`src/rtl/uart_prog_loader_pkg.sv`:
```
// Shared constants for the UART program loader: FSM state codes, header layout, response tags.
// Latency: n/a (package only).
// Backpressure: n/a (package only).
package uart_prog_loader_pkg;

    // FSM state codes
    localparam logic [2:0] ST_IDLE     = 3'd0;
    localparam logic [2:0] ST_LOAD     = 3'd1;
    localparam logic [2:0] ST_RESP_TAG = 3'd2;
    localparam logic [2:0] ST_RESP_SUM = 3'd3;
    localparam logic [2:0] ST_NAK      = 3'd4;

    // Header word layout: [31:24] opcode, [23:16] ignored, [15:0] word count
    localparam int OPC_MSB = 31;
    localparam int OPC_LSB = 24;
    localparam int CNT_MSB = 15;
    localparam int CNT_LSB = 0;

    // Default opcode and response tags
    localparam logic [7:0] CMD_LOAD_DEF = 8'h4C;
    localparam logic [7:0] ACK_CODE_DEF = 8'hAC;
    localparam logic [7:0] NAK_CODE_DEF = 8'hEE;

    // Response word: tag in the top byte, count/echo field in the low half
    function automatic logic [31:0] resp_word(input logic [7:0] tag, input logic [15:0] cnt);
        return {tag, 8'h00, cnt};
    endfunction

endpackage

```
`src/rtl/uart_prog_loader.sv`:
```
// Pops a load header plus N payload words from the RX FIFO, writes them to instruction memory, answers tag+checksum via TX.
// Latency: memory write appears one cycle after the payload pop; o_load_done one cycle after the checksum push.
// Backpressure: RX empty holds the FSM with no write; TX full stalls the response states indefinitely.
module uart_prog_loader
    import uart_prog_loader_pkg::*;
#(
    parameter int              DBIT      = 32,
    parameter int              ADDR_W    = 10,
    parameter logic [ADDR_W-1:0] BASE_ADDR = '0,
    parameter logic [7:0]      CMD_LOAD  = CMD_LOAD_DEF,
    parameter logic [7:0]      ACK_CODE  = ACK_CODE_DEF,
    parameter logic [7:0]      NAK_CODE  = NAK_CODE_DEF
) (
    input  logic              i_clk,
    input  logic              i_reset,
    input  logic              i_rx_empty,
    input  logic [DBIT-1:0]   i_rx_data,
    output logic              o_rd_uart,
    input  logic              i_tx_full,
    output logic              o_wr_uart,
    output logic [DBIT-1:0]   o_tx_data,
    output logic              o_mem_we,
    output logic [ADDR_W-1:0] o_mem_addr,
    output logic [DBIT-1:0]   o_mem_data,
    output logic              o_load_busy,
    output logic              o_load_done
);

    // Largest accepted word count is the full memory depth
    localparam logic [31:0] MAX_CNT = (ADDR_W >= 16) ? 32'h0001_0000 : (32'd1 << ADDR_W);

    logic [2:0]        state_q, state_d;
    logic [15:0]       cnt_q, cnt_d;        // header count field, echoed in ACK/NAK
    logic [15:0]       remain_q, remain_d;  // payload words still to consume
    logic [ADDR_W-1:0] addr_q, addr_d;
    logic [DBIT-1:0]   csum_q, csum_d;
    logic              mem_we_q, mem_we_d;
    logic [ADDR_W-1:0] mem_addr_q, mem_addr_d;
    logic [DBIT-1:0]   mem_data_q, mem_data_d;
    logic              busy_q, busy_d;
    logic              done_q, done_d;

    logic              pop;
    logic              push;
    logic [7:0]        hdr_opc;
    logic [15:0]       hdr_cnt;
    logic              hdr_bad;

    assign pop     = ((state_q == ST_IDLE) || (state_q == ST_LOAD)) && !i_rx_empty;
    assign push    = ((state_q == ST_RESP_TAG) || (state_q == ST_RESP_SUM) || (state_q == ST_NAK))
                     && !i_tx_full;
    assign hdr_opc = i_rx_data[OPC_MSB:OPC_LSB];
    assign hdr_cnt = i_rx_data[CNT_MSB:CNT_LSB];
    assign hdr_bad = (hdr_opc != CMD_LOAD) || ({16'd0, hdr_cnt} > MAX_CNT);

    // Next-state: header decode, payload streaming, response sequencing
    always_comb begin
        state_d    = state_q;
        cnt_d      = cnt_q;
        remain_d   = remain_q;
        addr_d     = addr_q;
        csum_d     = csum_q;
        mem_we_d   = 1'b0;
        mem_addr_d = mem_addr_q;
        mem_data_d = mem_data_q;
        done_d     = 1'b0;
        // busy covers the done-pulse cycle, then drops unless a new load is accepted
        busy_d     = done_q ? 1'b0 : busy_q;
        case (state_q)
            ST_IDLE: begin
                if (pop) begin
                    cnt_d    = hdr_cnt;
                    remain_d = hdr_cnt;
                    addr_d   = BASE_ADDR;
                    csum_d   = '0;
                    if (hdr_bad) begin
                        state_d = ST_NAK;
                    end else begin
                        busy_d  = 1'b1;
                        state_d = (hdr_cnt == 16'd0) ? ST_RESP_TAG : ST_LOAD;
                    end
                end
            end
            ST_LOAD: begin
                if (pop) begin
                    mem_we_d   = 1'b1;
                    mem_addr_d = addr_q;
                    mem_data_d = i_rx_data;
                    addr_d     = addr_q + 1'b1;
                    csum_d     = csum_q ^ i_rx_data;
                    remain_d   = remain_q - 16'd1;
                    if (remain_q == 16'd1) begin
                        state_d = ST_RESP_TAG;
                    end
                end
            end
            ST_RESP_TAG: begin
                if (push) begin
                    state_d = ST_RESP_SUM;
                end
            end
            ST_RESP_SUM: begin
                if (push) begin
                    state_d = ST_IDLE;
                    done_d  = 1'b1;
                end
            end
            ST_NAK: begin
                if (push) begin
                    state_d = ST_IDLE;
                end
            end
            default: state_d = ST_IDLE;
        endcase
    end

    // Response word selection by state
    always_comb begin
        o_tx_data = '0;
        case (state_q)
            ST_RESP_TAG: o_tx_data = DBIT'(resp_word(ACK_CODE, cnt_q));
            ST_RESP_SUM: o_tx_data = csum_q;
            ST_NAK:      o_tx_data = DBIT'(resp_word(NAK_CODE, cnt_q));
            default:     o_tx_data = '0;
        endcase
    end

    // State registers; reset aborts any sequence in flight
    always_ff @(posedge i_clk) begin
        if (i_reset) begin
            state_q    <= ST_IDLE;
            cnt_q      <= '0;
            remain_q   <= '0;
            addr_q     <= '0;
            csum_q     <= '0;
            mem_we_q   <= 1'b0;
            mem_addr_q <= '0;
            mem_data_q <= '0;
            busy_q     <= 1'b0;
            done_q     <= 1'b0;
        end else begin
            state_q    <= state_d;
            cnt_q      <= cnt_d;
            remain_q   <= remain_d;
            addr_q     <= addr_d;
            csum_q     <= csum_d;
            mem_we_q   <= mem_we_d;
            mem_addr_q <= mem_addr_d;
            mem_data_q <= mem_data_d;
            busy_q     <= busy_d;
            done_q     <= done_d;
        end
    end

    assign o_rd_uart   = pop;
    assign o_wr_uart   = push;
    assign o_mem_we    = mem_we_q;
    assign o_mem_addr  = mem_addr_q;
    assign o_mem_data  = mem_data_q;
    assign o_load_busy = busy_q;
    assign o_load_done = done_q;

endmodule

```
`config.mk`:
```
export PLATFORM = sky130hd
export DESIGN_NAME = uart_prog_loader
export DESIGN_NICKNAME = d
export VERILOG_FILES = /design/src/rtl/uart_prog_loader_pkg.sv /design/src/rtl/uart_prog_loader.sv
export SDC_FILE = /design/constraint.sdc
export NUM_CORES = 1
export LEC_CHECK = 0
export BUFFER_PORTS_ARGS = -buffer_cell sky130_fd_sc_hd__buf_2
export CORE_UTILIZATION = 35
export CTS_CLUSTER_SIZE = 8
export DETAILED_ROUTE_END_ITERATION = 8
export GPL_ROUTABILITY_DRIVEN = 0
export PLACE_DENSITY = 0.58
export SLEW_MARGIN = 40
export SYNTH_ARGS = -nofsm -noshare
export SYNTH_HDL_FRONTEND = slang
export SYNTH_SLANG_ARGS = --single-unit
```
`constraint.sdc`:
```
create_clock -name i_clk -period 4.6 [get_ports i_clk]
set_clock_uncertainty 0.2 [all_clocks]
set_input_delay 0.69 -clock i_clk [delete_from_list [all_inputs] [get_ports i_clk]]
set_output_delay 0.69 -clock i_clk [all_outputs]
set_load 0.01 [all_outputs]
```
# Word-level counts from Yosys, hierarchy flattened
# Index checks and enable logic that the tools add are counted.
[classes]
n_addsub = 2
mul = 0
div = 0
order_cmp = 1
n_eq_ne = 11
n_shift = 0
n_mux = 24
bitwise_logic = 3
reduce_logical = 18
[op_table]
columns = ["operator", "count"]
rows = [
  ["$pmux 32 s3", 1],
  ["$mux 32", 2],
  ["$pmux 32 s2", 1],
  ["$mux 16", 2],
  ["$pmux 16 s2", 1],
  ["$xor 32x32->32", 1],
  ["$mux 10", 2],
  ["$pmux 10 s2", 1],
  ["$mux 3", 6],
  ["$eq 16x1->1 const B", 1],
  ["$gt 16x11->1 const B", 1],
  ["$logic_not 16->1", 1],
  ["$sub 16x1->16 const B", 1],
  ["$pmux 3 s4", 1],
  ["$add 10x1->10 const B", 1],
  ["$ne 8x7->1 const B", 1],
  ["$eq 3x2->1 const B", 2],
  ["$mux 1", 6],
  ["$ne 2x2->1 const B", 3],
  ["$reduce_or 2->1", 3],
  ["$reduce_and 5->1", 1],
  ["$logic_or 1x1->1", 4],
  ["$ne 2x1->1 const B", 2],
  ["$reduce_and 2->1", 2],
  ["other kinds (9)", 12],
]
[totals]
ff_bits = 122
latch_bits = 0
ramBits = 0
rom_bits = 0
word_cells = 69
memories = 0

# Depth between registers and ports, before layout
[logic_depth]
depth_word = 6
ltp_mapped = 10

# Worst setup path after synthesis
# No wires, ideal clock.
[synth_path]
path_kind = "register -> output"
from = "register state_q[0]"
to = "output o_tx_data[0]"
arrival_time_ps = 1640
required_ps = 3710
setup_slack_ps = 2070
path_stages_with_launch = 6
n_path_buf = 2
path_cell_list = "dfxtp_1 -> clkbuf_1 -> inv_1 -> nor3_1 -> clkbuf_1 -> a22o_1"
[synth_via]
elab_chain_cells = 2
word_cells_on_any_way = 4
[synth_rtl]
columns = ["element", "line_no", "source"]
rows = [
  ["start, declared", "uart_prog_loader.sv:32", "logic [2:0] state_q, state_d;"],
  ["start signal, assigned", "uart_prog_loader.sv:142", "state_q <= state_d;"],
  ["$eq 3x3->1 / $eq 3x2->1 (equally long branches)", "uart_prog_loader.sv:120", "case (state_q)"],
  ["$pmux 32 s3 (*)", "uart_prog_loader.sv:120", ""],
  ["end, declared", "uart_prog_loader.sv:21", "output logic [DBIT-1:0] o_tx_data,"],
]
# Mark *: on every way between the ends. The rest lies on a longest branch, timed or not.

# Worst setup path in the final report
[layout_path]
from = "register state_q[1]"
to = "output o_tx_data[10]"
# The elaborated chain is that of the path after synthesis.

==> metrics.txt <==
Die Y 127.2 µm; placed cell area 6221 µm²; max incr delay on CP 760 ps; Clock transition at path regs 50 ps; maxcap violations 0; Detail Placement HPWL 10960 µm; first-pass GRT wire length 26810 µm; starting DRC count in detailed routing 362; Top FF cell, synth dfxtp_1; achievable clock frequency 0.2703 GHz; Sequential Area 2442 µm²; number of buffers inserted by hold repair at cts 0; ANT nets after route 0; CTS H-tree lvls 4; CP startpoint state_q[1]$_SDFFE_PP0P_; Worst Hold End o_mem_data[26]$_SDFFE_PP0P_; clock latency at the later pin of the worst-skew pair 420 ps; worst-path maximum fanout 19; IR drop worst, VDD 0.0002205 V; setup bufs post-CTS 0; Crit. End Element output port; area taken by multi-input logic gates 2814 µm²; routed wl met3 1028 µm; Setup TNS Final 0 ps; Mapped Cells 707; Met2 Wirelength 7849 µm; die area 16170 µm²; Hold Path Stages 2; ant diodes 0; synthesized flop and latch total 122; DR vias 5590; largest net degree at the start of global routing 86; Core ar. 15260 µm²; CTS tree done; reg2reg end csum_q[12]$_SDFFE_PP0P_; vias in the first global route 5283; Async SR Flop Fraction 0%; Filler Cell Count 1484; Synth Cell Area 5484 µm²; final core utilization 45.44%; CTS root buf clkbuf_16; Metal-1 WL 7393 µm; reg2reg start state_q[1]$_SDFFE_PP0P_; antenna violations before repair 0; total CTS buffers 17; startpoint types flip-flop; WP buf/inv 3; area grow syn2layout 26.44%; largest cells by area after synthesis dfxtp_1 45%, nand2_1 11%, a21oi_1 9.9%; Post-CTS Resized 0; worst hold path startpoint o_mem_data[26]$_SDFFE_PP0P_; Cell variety after synth 53; endpoints failing hold 0; Synth Warn # 0; boundary pin count 115; Worst EP arrival 2810 ps; port buffer count 114; Mapped Avg Cell Area 7.757 µm²; minimum clock period 3700 ps; Final Max Slew Viols 0; GRT Total Usage 21.09%; LEAKAGE 0.002760 µW; Initial DRT Pass Iterations 5; GRT Residual Overflow 0; Slew headroom 48.25%; area leader, netlist dfxtp_1; Synth top area share 44.54%; fin area 6934 µm²; row cnt 45; Clock Tree Buf Depth 2; via-per-instance ratio 5.470; # setup viols final 0; Top delay family on crit path buffers and inverters; total power 2872 µW; Post-synth EDFFs 0; initial core utilization 35.94%; Worst path slowest cell dfxtp_1; share of cells above drive strength 1 21.09%; net count after synthesis 746; Tcrit/Tclk final 80.43%; uppermost layer routed met4; clk sinks 122; Nets 837; worst reg-to-reg path cell count 7; r2r setup slk 1260 ps; Setup CP Type reg -> out; Worst Path Required 3710 ps; status finished clean; power density over the cells 414.2 nW/µm²; Slew @ Worst Pin 774.3 ps; wire per inst 16.24 µm; sequential area share after synthesis 44.54%; CP Cell Sequence inv_1, nor3_2, buf_4, a22o_1, buf_2; type of the tightest min-delay check reg -> reg; total wire length 16590 µm; Post-route DRC 0; RSZ-0062 raised after global routing no; Die Wd 127.2 µm
[cell usage in the layout, fill, tap and decap left out, drive strengths merged, types with 3 or more instances in the layout]
| cell | count |
|---|---|
| buf | 127 |
| o211a | 5 |
| nor4 | 7 |
| nand4 | 4 |
| and3 | 13 |
| a21o | 6 |
| ha | 3 |
| or3 | 6 |
| a22o | 16 |
| a311oi | 5 |
| dfxtp | 122 |
| nand2 | 162 |
| a221oi | 3 |
| inv | 9 |
| nand3b | 26 |
| a31oi | 3 |
| o21ai | 49 |
| nor2 | 27 |
| nor3 | 14 |
| nand3 | 9 |
| a211oi | 9 |
| clkbuf | 19 |
| nor3b | 7 |
| nor2b | 4 |
| bufinv | 7 |
| clkinv | 4 |
| a21oi | 109 |
| o31a | 3 |
[stage by stage]
stage	worst slack, ps	std cells	hold WS, ps
6_report	900.3	1022	251.2
5_1_grt	741.6	1022	271.6
2_1_floorplan	2070	707	235.2
3_3_place_gp	1226	989	240.8
3_5_place_dp	1182	989	243.4
4_1_cts	902.1	1021	250.2
[power by group]
part | total [µW] | internal, µW | switching, µW | leakage (µW)
clock | 1570 | 1090 | 477 | 0.000339
combinational | 204 | 67.2 | 136 | 0.00143
sequential | 1100 | 1080 | 20.3 | 0.000989
total | 2870 | 2240 | 633 | 0.00276
[cell type report]
class	count	area share (%)
well taps	211	3.807
repair buffers	127	9.834
clock inverters	13	3.537
inverters	9	0.4872
flip-flops and latches	122	35.22
clock buffers	19	6.532
multi-input cells	521	40.58
[worst reg2reg max path: cells and delay by family, from the launching register on]
family / cells / cell delay, ps
simple gates: 3 / 1180
buf+inv: 2 / 840
compound gates: 2 / 230
flops: 1 / 760
[layer usage]
| metal | track usage (%) | vias up |
|---|---|---|
| li1 | - | 2680 |
| met1 | 26.84 | 2709 |
| met2 | 34.03 | 172 |
| met3 | 5.528 | 29 |
| met4 | 8.473 | 0 |
| met5 | 0 | - |
[flip-flops by register name, summed over array words and instances, names as in the netlist]
| signal | count |
|---|---|
| csum_q | 32 |
| state_q | 3 |
| o_mem_addr | 10 |
| o_load_busy | 1 |
| remain_q | 16 |
| o_mem_we | 1 |
| addr_q | 10 |
| cnt_q | 16 |
| o_load_done | 1 |
| o_mem_data | 32 |
[Yosys cell counts, types with 3 or more instances]
master    number
a21o_1         6
nor2_1        27
a311oi_1       5
nor3_1        14
a211oi_1       9
dfxtp_1      122
clkbuf_1      49
nand3b_1      26
ha_1           3
and3_1        13
or3_1          5
a31oi_1        3
nor2b_1        4
a221oi_1       3
nand3_1        9
a21oi_1      109
a22o_1        16
nand2_1      162
buf_2          4
nor3b_1        7
o211a_1        5
o21ai_0       49
nand4_1        4
inv_1          8
nor4_1         7
[logic make-up (layout without fill, tap and decap cells)]
logic type | count (synthesis) | count (layout) | share of synthesized area (%)
buf+inv | 64 | 168 | 4.472
xor+xnor | 2 | 2 | 0.3195
simple gates | 289 | 289 | 24.91
fa+ha+maj | 3 | 3 | 0.6845
flops | 122 | 122 | 44.54
mux | 2 | 2 | 0.3651
compound gates | 225 | 225 | 24.71
[worst max path at each step]
stage,to,slack (ps),cells past startpoint
after floorplan,o_tx_data[0],2070,5
after global placement,csum_q[10]$_SDFFE_PP0P_,1230,7
after detailed placement,csum_q[10]$_SDFFE_PP0P_,1180,7
after CTS,o_tx_data[15],900,5
after global routing,o_tx_data[15],740,5
final,o_tx_data[10],900,5
(Power assumes the default switching activity.)
